## src/rtl/mem_port_arbiter_pkg.sv

```systemverilog
// Shared types and constants for the memory-port arbiter.
//   arb_state_type   : port ownership state (IDLE / IBUSY / DBUSY)
//   mem_arb_reg_type : complete registered state of the arbiter
//   init_mem_arb_reg : reset value of mem_arb_reg_type
package mem_port_arbiter_pkg;

    localparam int unsigned XLEN     = 32;
    localparam int unsigned STRB_W   = 4;
    localparam int unsigned STARVE_W = 4;

    typedef enum logic [1:0] {
        IDLE  = 2'd0,
        IBUSY = 2'd1,
        DBUSY = 2'd2
    } arb_state_type;

    typedef struct packed {
        arb_state_type         state;
        logic                  kill;
        logic [STARVE_W-1:0]   starve;
        logic [XLEN-1:0]       addr;
        logic [XLEN-1:0]       wdata;
        logic [STRB_W-1:0]     wstrb;
        logic                  instr;
    } mem_arb_reg_type;

    localparam mem_arb_reg_type init_mem_arb_reg = '{
        state  : IDLE,
        kill   : 1'b0,
        starve : '0,
        addr   : '0,
        wdata  : '0,
        wstrb  : '0,
        instr  : 1'b0
    };

endpackage

```

## src/rtl/mem_port_arbiter.sv

```systemverilog
// Shares one memory port between instruction fetch (imem) and load/store (dmem).
// Data side has fixed priority; a saturating starvation counter forces an
// instruction grant after STARVE_MAX data grants taken while a fetch waits.
// At most one transaction is outstanding.
// Ports:
//   clock, reset                 : clock, synchronous active-high reset
//   imem_valid/addr              : fetch request (held until imem_ready)
//   imem_ready/rdata             : fetch completion pulse and data
//   iflush                       : kill any in-flight fetch
//   dmem_valid/addr/wdata/wstrb  : load/store request (wstrb = 0 is a load)
//   dmem_ready/rdata             : data completion pulse and data
//   mem_valid/instr/addr/wdata/wstrb : registered request to memory
//   mem_rdata/mem_ready          : memory read data and completion pulse
module mem_port_arbiter
    import mem_port_arbiter_pkg::*;
#(
    parameter int unsigned STARVE_MAX = 4
) (
    input  logic              clock,
    input  logic              reset,
    input  logic              imem_valid,
    input  logic [XLEN-1:0]   imem_addr,
    output logic              imem_ready,
    output logic [XLEN-1:0]   imem_rdata,
    input  logic              iflush,
    input  logic              dmem_valid,
    input  logic [XLEN-1:0]   dmem_addr,
    input  logic [XLEN-1:0]   dmem_wdata,
    input  logic [STRB_W-1:0] dmem_wstrb,
    output logic              dmem_ready,
    output logic [XLEN-1:0]   dmem_rdata,
    output logic              mem_valid,
    output logic              mem_instr,
    output logic [XLEN-1:0]   mem_addr,
    output logic [XLEN-1:0]   mem_wdata,
    output logic [STRB_W-1:0] mem_wstrb,
    input  logic [XLEN-1:0]   mem_rdata,
    input  logic              mem_ready
);

    mem_arb_reg_type r, v;

    logic busy;
    logic arb;
    logic req_i;
    logic req_d;
    logic starve_full;
    logic grant_i;
    logic grant_d;

    // Next-state, arbitration and completion forwarding
    always_comb begin
        v          = r;
        imem_ready = 1'b0;
        dmem_ready = 1'b0;
        imem_rdata = mem_rdata;
        dmem_rdata = mem_rdata;
        grant_i    = 1'b0;
        grant_d    = 1'b0;

        busy        = (r.state != IDLE);
        // mem_ready seen in IDLE is stale and must not trigger anything
        arb         = !busy || mem_ready;
        // The owner still shows valid in its own ready cycle; do not re-grant it
        req_i       = imem_valid && (r.state != IBUSY);
        req_d       = dmem_valid && (r.state != DBUSY);
        starve_full = (r.starve >= STARVE_W'(STARVE_MAX));

        if (arb) begin
            if (req_i && starve_full) begin
                grant_i = 1'b1;
            end else if (req_d) begin
                grant_d = 1'b1;
            end else if (req_i) begin
                grant_i = 1'b1;
            end
        end

        // Completion of the outstanding access
        if (busy && mem_ready) begin
            if (r.state == IBUSY) begin
                imem_ready = !r.kill && !iflush;
            end else begin
                dmem_ready = 1'b1;
            end
            v.state = IDLE;
            v.kill  = 1'b0;
            v.instr = 1'b0;
        end

        // Flush while a fetch is in flight: the memory side finishes, the pulse is dropped
        if ((r.state == IBUSY) && !mem_ready && iflush) begin
            v.kill = 1'b1;
        end

        if ((r.state == IDLE) && !imem_valid) begin
            v.starve = '0;
        end

        if (grant_i) begin
            v.state  = IBUSY;
            v.instr  = 1'b1;
            v.addr   = imem_addr;
            v.wdata  = '0;
            v.wstrb  = '0;
            v.starve = '0;
            v.kill   = iflush;
        end else if (grant_d) begin
            v.state = DBUSY;
            v.instr = 1'b0;
            v.addr  = dmem_addr;
            v.wdata = dmem_wdata;
            v.wstrb = dmem_wstrb;
            v.kill  = 1'b0;
            if (req_i && !starve_full) begin
                v.starve = r.starve + STARVE_W'(1);
            end
        end
    end

    // State register
    always_ff @(posedge clock) begin
        if (reset) begin
            r <= init_mem_arb_reg;
        end else begin
            r <= v;
        end
    end

    assign mem_valid = (r.state != IDLE);
    assign mem_instr = r.instr;
    assign mem_addr  = r.addr;
    assign mem_wdata = r.wdata;
    assign mem_wstrb = r.wstrb;

endmodule

```

## config.mk

```make
export PLATFORM = sky130hd
export DESIGN_NAME = mem_port_arbiter
export DESIGN_NICKNAME = d
export VERILOG_FILES = /design/src/rtl/mem_port_arbiter_pkg.sv /design/src/rtl/mem_port_arbiter.sv
export SDC_FILE = /design/constraint.sdc
export NUM_CORES = 1
export LEC_CHECK = 0
export BUFFER_PORTS_ARGS = -buffer_cell sky130_fd_sc_hd__buf_2
export CAP_MARGIN = 20
export CORE_AREA = 2 2 106 108
export DETAILED_ROUTE_END_ITERATION = 10
export DIE_AREA = 0 0 108 110
export GPL_ROUTABILITY_DRIVEN = 0
export GPL_TIMING_DRIVEN = 0
export PLACE_DENSITY = 0.76
export SLEW_MARGIN = 20
export SYNTH_ARGS = -nofsm -noshare
export SYNTH_HDL_FRONTEND = slang
export SYNTH_SLANG_ARGS = --single-unit
```

## constraint.sdc

```tcl
create_clock -name clock -period 2.4 [get_ports clock]
set_input_delay 0.48 -clock clock [delete_from_list [all_inputs] [get_ports clock]]
set_output_delay 0.48 -clock clock [all_outputs]
set_load 0.01 [all_outputs]
```

# Word-level counts from Yosys, hierarchy flattened
# Cells that the tools add are included.
[word_totals] register_bits=76 inputBits=138 output_inout_bits=136 word_cells=54
[classes] add_sub_neg=1 order_cmp=1 eq_ne=3 n_mux=18 reduce_logical=23
[op_table] op="76-bit two-way mux" n=1
[op_table] op="75-bit two-way mux" n=1
[op_table] op="1-bit two-way mux" n=13
[op_table] op="1-bit logical AND" n=9
[op_table] op="4-bit two-way mux" n=2
[op_table] op="1-bit logical NOT" n=6
[op_table] op="2-bit nonzero test" n=3
[op_table] op="4-bit by 1-bit adder with 4-bit output, second input constant" n=1
[op_table] op="4-bit by 3-bit greater-or-equal comparator with 1-bit output, second input constant" n=1
[op_table] op="4-bit nonzero test" n=1
[op_table] op="3-bit two-way mux" n=1
[op_table] op="3-bit nonzero test" n=1
[op_table] op="2-bit by 1-bit equality test with 1-bit output, second input constant" n=1
[op_table] op="2-bit logical NOT" n=1
[op_table] op="2-bit by 1-bit != test with 1-bit output, second input constant" n=1
[op_table] op="2-bit != test, second input constant" n=1
[op_table] op="2-bit OR reduction" n=1
[op_table] op="1-bit logical OR" n=1

# Depth between registers and ports, before layout
# Gate-level depths: netlist of the first run.
[depth] depth_word=7 depth_mapped=7 depth_no_buf=5

# Worst setup path before layout of the first run
# OpenSTA, ideal clock, no wires.
[synth_path] path_kind="input -> register" start="input dmem_valid" end="register r, in the netlist mem_addr[28]" setup_time_ps=132 t_arrival_ps=1669 required_ps=2268 setup_slack_ps=599 stages=6 n_path_buf=2 cell_sequence="buf_4 > or3b_4 > o221a_2 > clkbuf_1 > a32oi_1 > a21oi_1"
[synth_between] elab_chain_len=5 word_cells_on_any_way=9 cone_classes="mux: 7; reduce/logical: 2"
[synth_rtl] element="start, declared" line_no="mem_port_arbiter.sv:26" source="input logic dmem_valid,"
[synth_rtl] element="1-bit logical AND *" line_no="mem_port_arbiter.sv:66" source="req_d = dmem_valid && (r.state != DBUSY);"
[synth_rtl] element="1-bit two-way mux" line_no="mem_port_arbiter.sv:72" source="end else if (req_d) begin"
[synth_rtl] element="1-bit two-way mux" line_no="mem_port_arbiter.sv:70" source="if (req_i && starve_full) begin"
[synth_rtl] element="1-bit two-way mux" line_no="mem_port_arbiter.sv:69" source="if (arb) begin"
[synth_rtl] element="75-bit two-way mux or 2-bit nonzero test (tied branches)"
[synth_rtl] element="end signal, assigned" line_no="mem_port_arbiter.sv:124" source="r <= init_mem_arb_reg;"
[synth_rtl] element="end signal, assigned" line_no="mem_port_arbiter.sv:126" source="r <= v;"
[synth_rtl] element="end, declared" line_no="mem_port_arbiter.sv:41" source="mem_arb_reg_type r, v;"
# Every way passes the cells marked *; elsewhere a longest branch is shown, timed or not.
# A chain may end at the register's enable or synchronous reset.

# Final worst setup path of the first run
[layout_path] start="register r[75] in the netlist's numbering" end="register r, in the netlist mem_wdata[5]"
[layout_between] elab_chain_len=7 word_cells_on_any_way=16 cone_classes="eq/ne: 2; mux: 7; reduce/logical: 7"
[layout_rtl] element="2-bit by 1-bit != test with 1-bit output" line_no="mem_port_arbiter.sv:65" source="req_i = imem_valid && (r.state != IBUSY);"
[layout_rtl] element="1-bit logical AND" line_no="mem_port_arbiter.sv:65"
[layout_rtl] element="1-bit two-way mux" line_no="mem_port_arbiter.sv:74" source="end else if (req_i) begin"
[layout_rtl] element="1-bit two-way mux" line_no="mem_port_arbiter.sv:72"
[layout_rtl] element="1-bit two-way mux" line_no="mem_port_arbiter.sv:70"
[layout_rtl] element="1-bit two-way mux" line_no="mem_port_arbiter.sv:69"
[layout_rtl] element="2-bit OR reduction (no source line)"
# Parallel ways exist; a longest one is shown, timed or not.

==> results of run 1 <==
## layout make-up
| type | count | area [um^2] |
|---|---|---|
| clock buffer | 10 | 138 |
| buffer | 177 | 1190 |
| timing repair buffer | 239 | 1200 |
| multi-input combinational | 250 | 1540 |
| fill | 1089 | 4830 |
| sequential | 75 | 1500 |
| inverter | 6 | 22.5 |
| clock inverter | 6 | 111 |
| tap | 140 | 175 |
## power by group through the flow
stage	clock network [mW]	registers, mW	logic, mW
floorplan	0	1.41	0.646
global placement	0	1.42	0.990
detailed placement	0	1.43	0.995
CTS	1.23	1.40	0.998
global route	1.28	1.41	1.08
finish	1.19	1.40	0.989
## flip-flops by register name (all words and copies together), names as in the netlist
register / cells
mem_addr: 32
mem_wstrb: 4
mem_wdata: 32
r: 7
## cell families after synthesis
kind of cell	count (synthesis)	share of synthesized area [%]
buffers and inverters	183	28.5
AOI/OAI and AO/OA	173	26.8
and+or+nand+nor	76	9.06
adders and majority gates	1	0.294
DFF	75	35.3
## cells in the final DEF, fill, tap and decap left out, types with 2 or more instances in the layout
cell	instances
o21ai_0	46
nand3_1	48
clkbuf_1	25
buf_1	3
o211ai_1	23
nor2b_1	2
dfxtp_1	75
buf_4	135
bufinv_16	3
or2_1	2
a311oi_1	10
a21oi_2	10
inv_1	5
a32oi_1	22
nand2b_1	2
nor2_1	14
clkbuf_8	10
nand2_1	3
buf_2	253
a21oi_1	53
## routing by layer
metal,vias up,global-route usage [%]
met5,-,0
met4,2,7.33
met3,22,3.41
met2,180,33.2
met1,1961,24.5
li1,2183,-
## final timing paths
path                       start  depth (start not counted)  slack [ps]            end
setup reg to reg           r[75]                          6         360   mem_wdata[5]
setup / recovery           r[75]                          6         360   mem_wdata[5]
hold reg to reg            r[72]                          2         470          r[72]
hold / removal    dmem_wdata[25]                          3         380  mem_wdata[25]
## per-stage QoR
step	hold WS, ps	cells	setup WS, ps
6_report	380	903	365
5_1_grt	359	903	156
4_1_cts	361	903	337
3_5_place_dp	455	887	253
3_3_place_gp	445	887	234
2_1_floorplan	433	508	599
## worst register-to-register path, stage by stage (launching register included)
cell and delay, ps:
dfxtp_1 490, o211ai_1 190, a32oi_2 450, buf_2 310
buf_2 240, o21ai_0 140, a21oi_2 160
==> impl_metrics.json, run 1 <==
{
  "drv_slew": 0,
  "start_util_pct": 39.7,
  "drive_gt1_share_pct": 55.0,
  "antenna_found_initial": 1,
  "yosysTopAreaCellShare_pct": 35.3,
  "cts_buffers": 9,
  "clk-insertion-delay-late_ps": 340,
  "synth_area_leaders": "dfxtp_1 35%, buf_4 24%, a21oi_1 6.2%",
  "peakVddDrop_mv": 0.343,
  "p_total_mw": 3.58,
  "drc_errors": 0,
  "top_layer_used": "met5",
  "synth_nets": 647,
  "switching_share_pct": 28.7,
  "hold_viol_final": 0,
  "grt_setup_unrepaired": "no",
  "grt_pass1_vias": 3833,
  "grt_max_degree": 14,
  "max_freq_ghz": 0.491,
  "rows": 38,
  "synth.most_common_cell": "buf_4",
  "yosys-top-cells-count": "135 x buf_4, 75 x dfxtp_1, 53 x a21oi_1",
  "yosysWarnings": 0,
  "die_x_um": 108,
  "synth_area_leader_cell": "dfxtp_1",
  "critPathMostFrequentCell": "buf_2",
  "worstSetupPathType": "flip-flop to flip-flop",
  "vias": 4348,
  "met2WireLength_um": 5850,
  "maxCapViolCount": 0,
  "postCtsSetupRepairBufs": 0,
  "p_comb_share_pct": 27.6,
  "finalSetupViolCount": 0,
  "grt_usage_pct": 19.4,
  "outcome": "finished clean",
  "io-pin-count": 274,
  "die-area_um2": 11900,
  "tns_ps": 0,
  "final_util_pct": 54.9,
  "synth-seq-cells": 75,
  "wire_per_inst_um": 13.5,
  "pwr-share-clk_pct": 33.3,
  "ant_nets": 0,
  "p_leak_nw": 2.88,
  "grt_pass1_wl_um": 18200,
  "skew_ps": 14.4,
  "drt-met1-wl_um": 5220,
  "async_flop_share_pct": 0,
  "seq_area_frac_synth_pct": 35.3,
  "final_area_um2": 5870,
  "required_ps": 2670,
  "cts.clk_slew.worst_paths_ps": 90,
  "num-nets-final": 897,
  "synthesis.area_um2": 4250,
  "drt-pass1-iter-count": 5,
  "via_per_inst": 4.82,
  "p_seq_share_pct": 39.1,
  "intPower_mw": 2.55,
  "finalCritPeriodShare_pct": 84.8,
  "period_needed_ps": 2040,
  "dp_hpwl_um": 9510,
  "cts_tree": "built",
  "cts.sinks": 75,
  "antenna_cells": 0,
  "syn_inst": 508,
  "critical_path.slowest_cell": "dfxtp_1",
  "worstSetupStartpointType": "flip-flop",
  "cts_resized": 0,
  "cts_buffer_depth": 2,
  "drtIter0Drc": 195,
  "crit_chain": "o211ai_1 -> a32oi_2 -> buf_2 -> buf_2 -> o21ai_0 -> a21oi_2",
  "core_um2": 10700,
  "htreeDepth": 3,
  "routed_wl_um": 12200,
  "io_buffers": 239,
  "synthToLayoutAreaGrowth_pct": 38.1,
  "post_dp_cell_area_um2": 5620,
  "avgSynthCellArea_um2": 8.37,
  "hold_class": "input pin to flip-flop",
  "endpoint_kind": "flip-flop",
  "ctsHoldBuffers": 0,
  "wl_met3_um": 838,
  "synth_edf_count": 0,
  "clk_root_buffer_cell": "clkbuf_8",
  "critPathMaxStageDelay_ps": 490,
  "overflow": 0,
  "switchingPower_mw": 1.03,
  "crit_fanout": 10,
  "synth_cell_types": 34,
  "slew_headroom_pct": 67.7,
  "worstMarginPinSlew_ps": 485,
  "die_y_um": 110,
  "cellPowerDensity_nw_per_um2": 610,
  "cp.arrival_ps": 2310,
  "ys.flop_type": "dfxtp_1",
  "critPathBufInv": 2,
  "path_delay_family": "compound AO/OA/AOI/OAI gates"
}
Note: power is estimated with default switching activity, not from simulation.
==> run 2, diff against run 1 <==
Clock period 2.4 ns to 1.9 ns, I/O delays scaled along.
==> impl_metrics.json, run 2 (same netlist as run 1, synthesis figures left out) <==
{
  "endpoint_kind": "flip-flop",
  "reg2reg_slack_ps": 60,
  "antenna_cells": 0,
  "final_common_cell": "buf_2",
  "worstSetupStartpointType": "flip-flop",
  "min_path_cells": 3,
  "cts_buffer_depth": 2,
  "grt_pass1_vias": 3842,
  "cp.arrival_ps": 2080,
  "wire_per_inst_um": 13.4,
  "cts_buffers": 9,
  "slew_headroom_pct": 67.2,
  "drv_slew": 0,
  "hold_ws_ps": 278,
  "crit_chain": "nor2_2 -> a32o_1 -> buf_2 -> buf_2 -> nand3_1 -> a311oi_1",
  "worstRegToRegCells": 6,
  "p_leak_nw": 2.90,
  "min_to": "mem_wdata[25]",
  "die_x_um": 108,
  "finalCritPeriodShare_pct": 96.9,
  "drc_errors": 0,
  "cts.clk_slew.worst_paths_ps": 90,
  "ant_nets": 0,
  "grt_max_degree": 14,
  "via_per_inst": 4.81,
  "skew_ps": 14.7,
  "hold_viol_final": 0,
  "synthToLayoutAreaGrowth_pct": 38.7,
  "grt_usage_pct": 19.4,
  "r2r_end": "mem_addr[27]",
  "drt-pass1-iter-count": 7,
  "core_um2": 10700,
  "required_ps": 2140,
  "worstSetupPathType": "flip-flop to flip-flop",
  "drive_gt1_share_pct": 55.8,
  "mostFrequentLayoutCells": "252 x buf_2, 138 x buf_4, 73 x dfxtp_1",
  "htreeDepth": 3,
  "die_y_um": 110,
  "critical_path.slowest_cell": "dfxtp_2",
  "antenna_found_initial": 1,
  "peakVddDrop_mv": 0.434,
  "switchingPower_mw": 1.30,
  "p_comb_share_pct": 27.8,
  "pwr-share-clk_pct": 33.2,
  "worstMarginPinSlew_ps": 492,
  "io_buffers": 239,
  "rows": 38,
  "clk_root_buffer_cell": "clkbuf_8",
  "routed_wl_um": 12200,
  "max_freq_ghz": 0.543,
  "start_util_pct": 39.7,
  "finalSetupViolCount": 0,
  "clk-insertion-delay-late_ps": 340,
  "hold_class": "input pin to flip-flop",
  "period_needed_ps": 1840,
  "switching_share_pct": 28.7,
  "cts_tree": "built",
  "critPathMostFrequentCell": "buf_2",
  "io-pin-count": 274,
  "intPower_mw": 3.23,
  "crit_fanout": 10,
  "outcome": "finished clean",
  "cellPowerDensity_nw_per_um2": 770,
  "maxCapViolCount": 0,
  "ctsHoldBuffers": 0,
  "tns_ps": 0,
  "die-area_um2": 11900,
  "vias": 4351,
  "p_seq_share_pct": 39.0,
  "grt_setup_unrepaired": "yes",
  "p_total_mw": 4.54,
  "dp_hpwl_um": 9510,
  "num-nets-final": 899,
  "drtIter0Drc": 179,
  "critPathMaxStageDelay_ps": 370,
  "timing.rr.start": "r[74]",
  "holdCritStartpoint": "dmem_wdata[25]",
  "overflow": 0,
  "cts.sinks": 75,
  "grt_pass1_wl_um": 18200
}
run 2: changes by cell type in the layout (fill, tap and decap cells not counted), sizes merged:
| cell | delta |
|---|---|
| buf | +3 |
| clkbuf | -1 |
run 2: final cells by class:
| class | instances | area (um^2) |
|---|---|---|
| multi-input combinational | 250 | 1540 |
| fill | 1091 | 4800 |
| timing repair buffer | 241 | 1210 |
| inverter | 6 | 22.5 |
| tap | 140 | 175 |
| buffer | 177 | 1190 |
| clock buffer | 10 | 138 |
| clock inverter | 6 | 111 |
| sequential | 75 | 1500 |
run 2: power groups by stage:
stage                     clock, mW  combinational (mW)  sequential, mW
final                          1.51                1.26            1.77
after global placement            0                1.25            1.80
after detailed placement          0                1.26            1.80
after CTS                      1.55                1.27            1.77
after global routing           1.62                1.38            1.78
after floorplan                   0               0.816            1.79
run 2: critical path, delay by kind of cell, from the launching register on:
kind	cells	cell delay, ps
compound gates	2	480
buf+inv	2	480
flops	1	370
simple gates	2	410
run 2: how the worst max path moves through the flow:
| stage | slack, ps | startpoint | end |
|---|---|---|---|
| floorplan | 200 | dmem_valid | mem_addr[28] |
| global placement | -170 | imem_valid | mem_wdata[5] |
| detailed placement | -150 | imem_valid | mem_wdata[8] |
| CTS | 4 | r[75] | mem_wdata[9] |
| global route | -20 | r[74] | mem_addr[27] |
| finish | 60 | r[74] | mem_addr[27] |
run 2: through the flow:
stage               util (%)  instances  instance area, um^2  setup WS [ps]
CTS                     55.1        905                 5890           3.98
finish                  55.1        905                 5900           58.2
detailed placement      52.6        887                 5620           -147
floorplan                  -        508                 4250            199
global placement        52.6        887                 5620           -166
global route            55.1        905                 5900          -17.2
run 2: metal layers:
layer  vias to the layer above  global-route usage, %  routed length [um]
met3                        21                   3.41                 858
met4                         2                   7.33                 230
met5                         -                      0                  13
li1                       2191                      -                   -
met2                       177                   33.2                5900
met1                      1960                   24.5                5160
run 2: repair_timing:
action                                  4_1_cts  5_1_grt
endpoints found under the setup margin       62       66
cloned                                        0        0
pin swaps                                     1        1
setup buffers                                 2        0
resized for setup                             1        9
==> run 3, diff against run 2 <==
Settings changed: ABC_AREA set to 1.
==> impl_metrics.json, run 3 <==
{
  "outcome": "finished clean",
  "avgSynthCellArea_um2": 7.12,
  "ys.flop_type": "dfxtp_1",
  "dp_hpwl_um": 9530,
  "synth_area_leader_cell": "dfxtp_1",
  "num-nets-final": 991,
  "r2r_end": "r[72]",
  "reg2reg_slack_ps": 180,
  "synth.most_common_cell": "buf_4",
  "p_total_mw": 4.16,
  "die_x_um": 108,
  "cts_buffers": 9,
  "worstRegToRegCells": 7,
  "grt_pass1_vias": 3664,
  "worstSetupStartpointType": "flip-flop",
  "worstSetupPathType": "flip-flop to output pin",
  "synth_nets": 738,
  "endpoint_kind": "output pin",
  "max_freq_ghz": 0.576,
  "mostFrequentLayoutCells": "262 x buf_2, 134 x buf_4, 115 x nand2_1",
  "cts_buffer_depth": 2,
  "cts.clk_slew.worst_paths_ps": 80,
  "start_util_pct": 39.9,
  "cp.arrival_ps": 1360,
  "peakVddDrop_mv": 0.351,
  "via_per_inst": 4.32,
  "die_y_um": 110,
  "maxCapViolCount": 0,
  "grt_usage_pct": 19.1,
  "drv_slew": 0,
  "worstMarginPinSlew_ps": 490,
  "synth-seq-cells": 75,
  "async_flop_share_pct": 0,
  "required_ps": 1520,
  "wire_per_inst_um": 12.1,
  "drc_errors": 0,
  "core_um2": 10700,
  "syn_inst": 599,
  "pre_cts_ws_ps": 94.1,
  "vias": 4312,
  "period_needed_ps": 1740,
  "endpoint": "imem_ready",
  "cts_tree": "built",
  "num-fill-cells": 1098,
  "critPathLaunch": "r[75]",
  "overflow": 0,
  "drtIter0Drc": 226,
  "multi_input_area_um2": 1440,
  "drt-pass1-iter-count": 5,
  "yosys-top-cells-count": "133 x buf_4, 115 x nand2_1, 99 x nand3_1",
  "slew_headroom_pct": 67.3,
  "io-pin-count": 274,
  "final_common_cell": "buf_2",
  "die-area_um2": 11900,
  "hold_class": "input pin to flip-flop",
  "synthesis.area_um2": 4270,
  "synth_cell_types": 21,
  "skew_ps": 10.2,
  "crit_fanout": 4,
  "timing.rr.start": "r[74]",
  "grt_pass1_wl_um": 17800,
  "routed_wl_um": 12100,
  "hold_viol_final": 0,
  "htreeDepth": 3,
  "cts.sinks": 75,
  "yosysWarnings": 0,
  "antenna_cells": 0,
  "finalSetupViolCount": 0,
  "cellPowerDensity_nw_per_um2": 708,
  "p_leak_nw": 3.27,
  "yosysTopAreaCellShare_pct": 35.2,
  "clk-insertion-delay-late_ps": 340,
  "synth_edf_count": 0,
  "clk_root_buffer_cell": "clkbuf_8",
  "io_buffers": 240,
  "finalCritPeriodShare_pct": 91.4,
  "rows": 38,
  "synthToLayoutAreaGrowth_pct": 37.6,
  "antenna_found_initial": 0,
  "regArea_um2": 1500,
  "layout_setup_ws_ps": 164,
  "ant_nets": 0,
  "drive_gt1_share_pct": 49.2,
  "grt_max_degree": 15,
  "seq_area_frac_synth_pct": 35.2,
  "synth_area_leaders": "dfxtp_1 35%, buf_4 23%, nand3_1 12%"
}
run 3: how the worst min path moves through the flow:
stage | startpoint | slack (ps) | depth (start not counted) | end
global route | dmem_wdata[2] | 260 | 3 | mem_wdata[2]
global placement | r[72] | 450 | 2 | r[72]
finish | dmem_wstrb[0] | 280 | 3 | mem_wstrb[0]
CTS | dmem_wdata[2] | 260 | 3 | mem_wdata[2]
detailed placement | mem_wdata[0] | 450 | 2 | mem_wdata[0]
floorplan | r[72] | 440 | 2 | r[72]
run 3: cell type report:
class / instances / share of cell area [%]
flip-flops and latches: 75 / 25.6
multi-input cells: 312 / 24.4
repair buffers: 242 / 20.9
plain buffers: 165 / 19.7
inverters: 47 / 3.00
well taps: 140 / 2.98
clock buffers: 9 / 2.11
clock inverters: 7 / 1.30
run 3: cells by family after synthesis:
kind of cell             Yosys count  synth area share, %
AO/OA/AOI/OAI                     71                 8.33
adder cells (fa/ha/maj)            1                0.293
buffers and inverters            212                 31.2
flip-flops                        75                 35.2
AND/OR/NAND/NOR                  240                 25.0
run 3: routing by layer:
metal / routed length, um / up-vias / track usage (%)
met4: 111 / 0 / 5.59
met5: 0 / - / 0
met2: 5900 / 172 / 34.3
met3: 1050 / 9 / 4.47
met1: 5020 / 1853 / 22.9
li1: - / 2278 / -
run 3: what timing repair did:
action | in CTS | in global routing
setup buffers | 0 | 2
gates resized for setup | 0 | 1
hold buffers | 0 | 0
endpoints found under the setup margin | 0 | 40
run 3: worst max-delay path, cell delays in order, from the launching register on:
cell and delay, ps:
dfxtp_1 340, inv_1 90, nand2_1 120, nor4_1 270
buf_2 190
run 3: metrics by stage:
| step | hold slack [ps] | setup TNS (ps) | cells | area, um^2 | util [%] |
|---|---|---|---|---|---|
| finish | 276 | 0 | 997 | 5870 | 54.9 |
| global route | 258 | -28.5 | 997 | 5870 | 54.9 |
| CTS | 257 | 0 | 995 | 5840 | 54.6 |
| detailed placement | 454 | 0 | 979 | 5640 | 52.8 |
| global placement | 450 | 0 | 979 | 5640 | 52.8 |
| floorplan | 439 | 0 | 599 | 4270 | - |
run 3: power breakdown:
part	internal [mW]	switching [mW]	leakage, nW	total [mW]
Sequential	1.69	0.0594	0.616	1.75
Combinational	0.584	0.590	2.55	1.17
Clock	0.616	0.622	0.0962	1.24
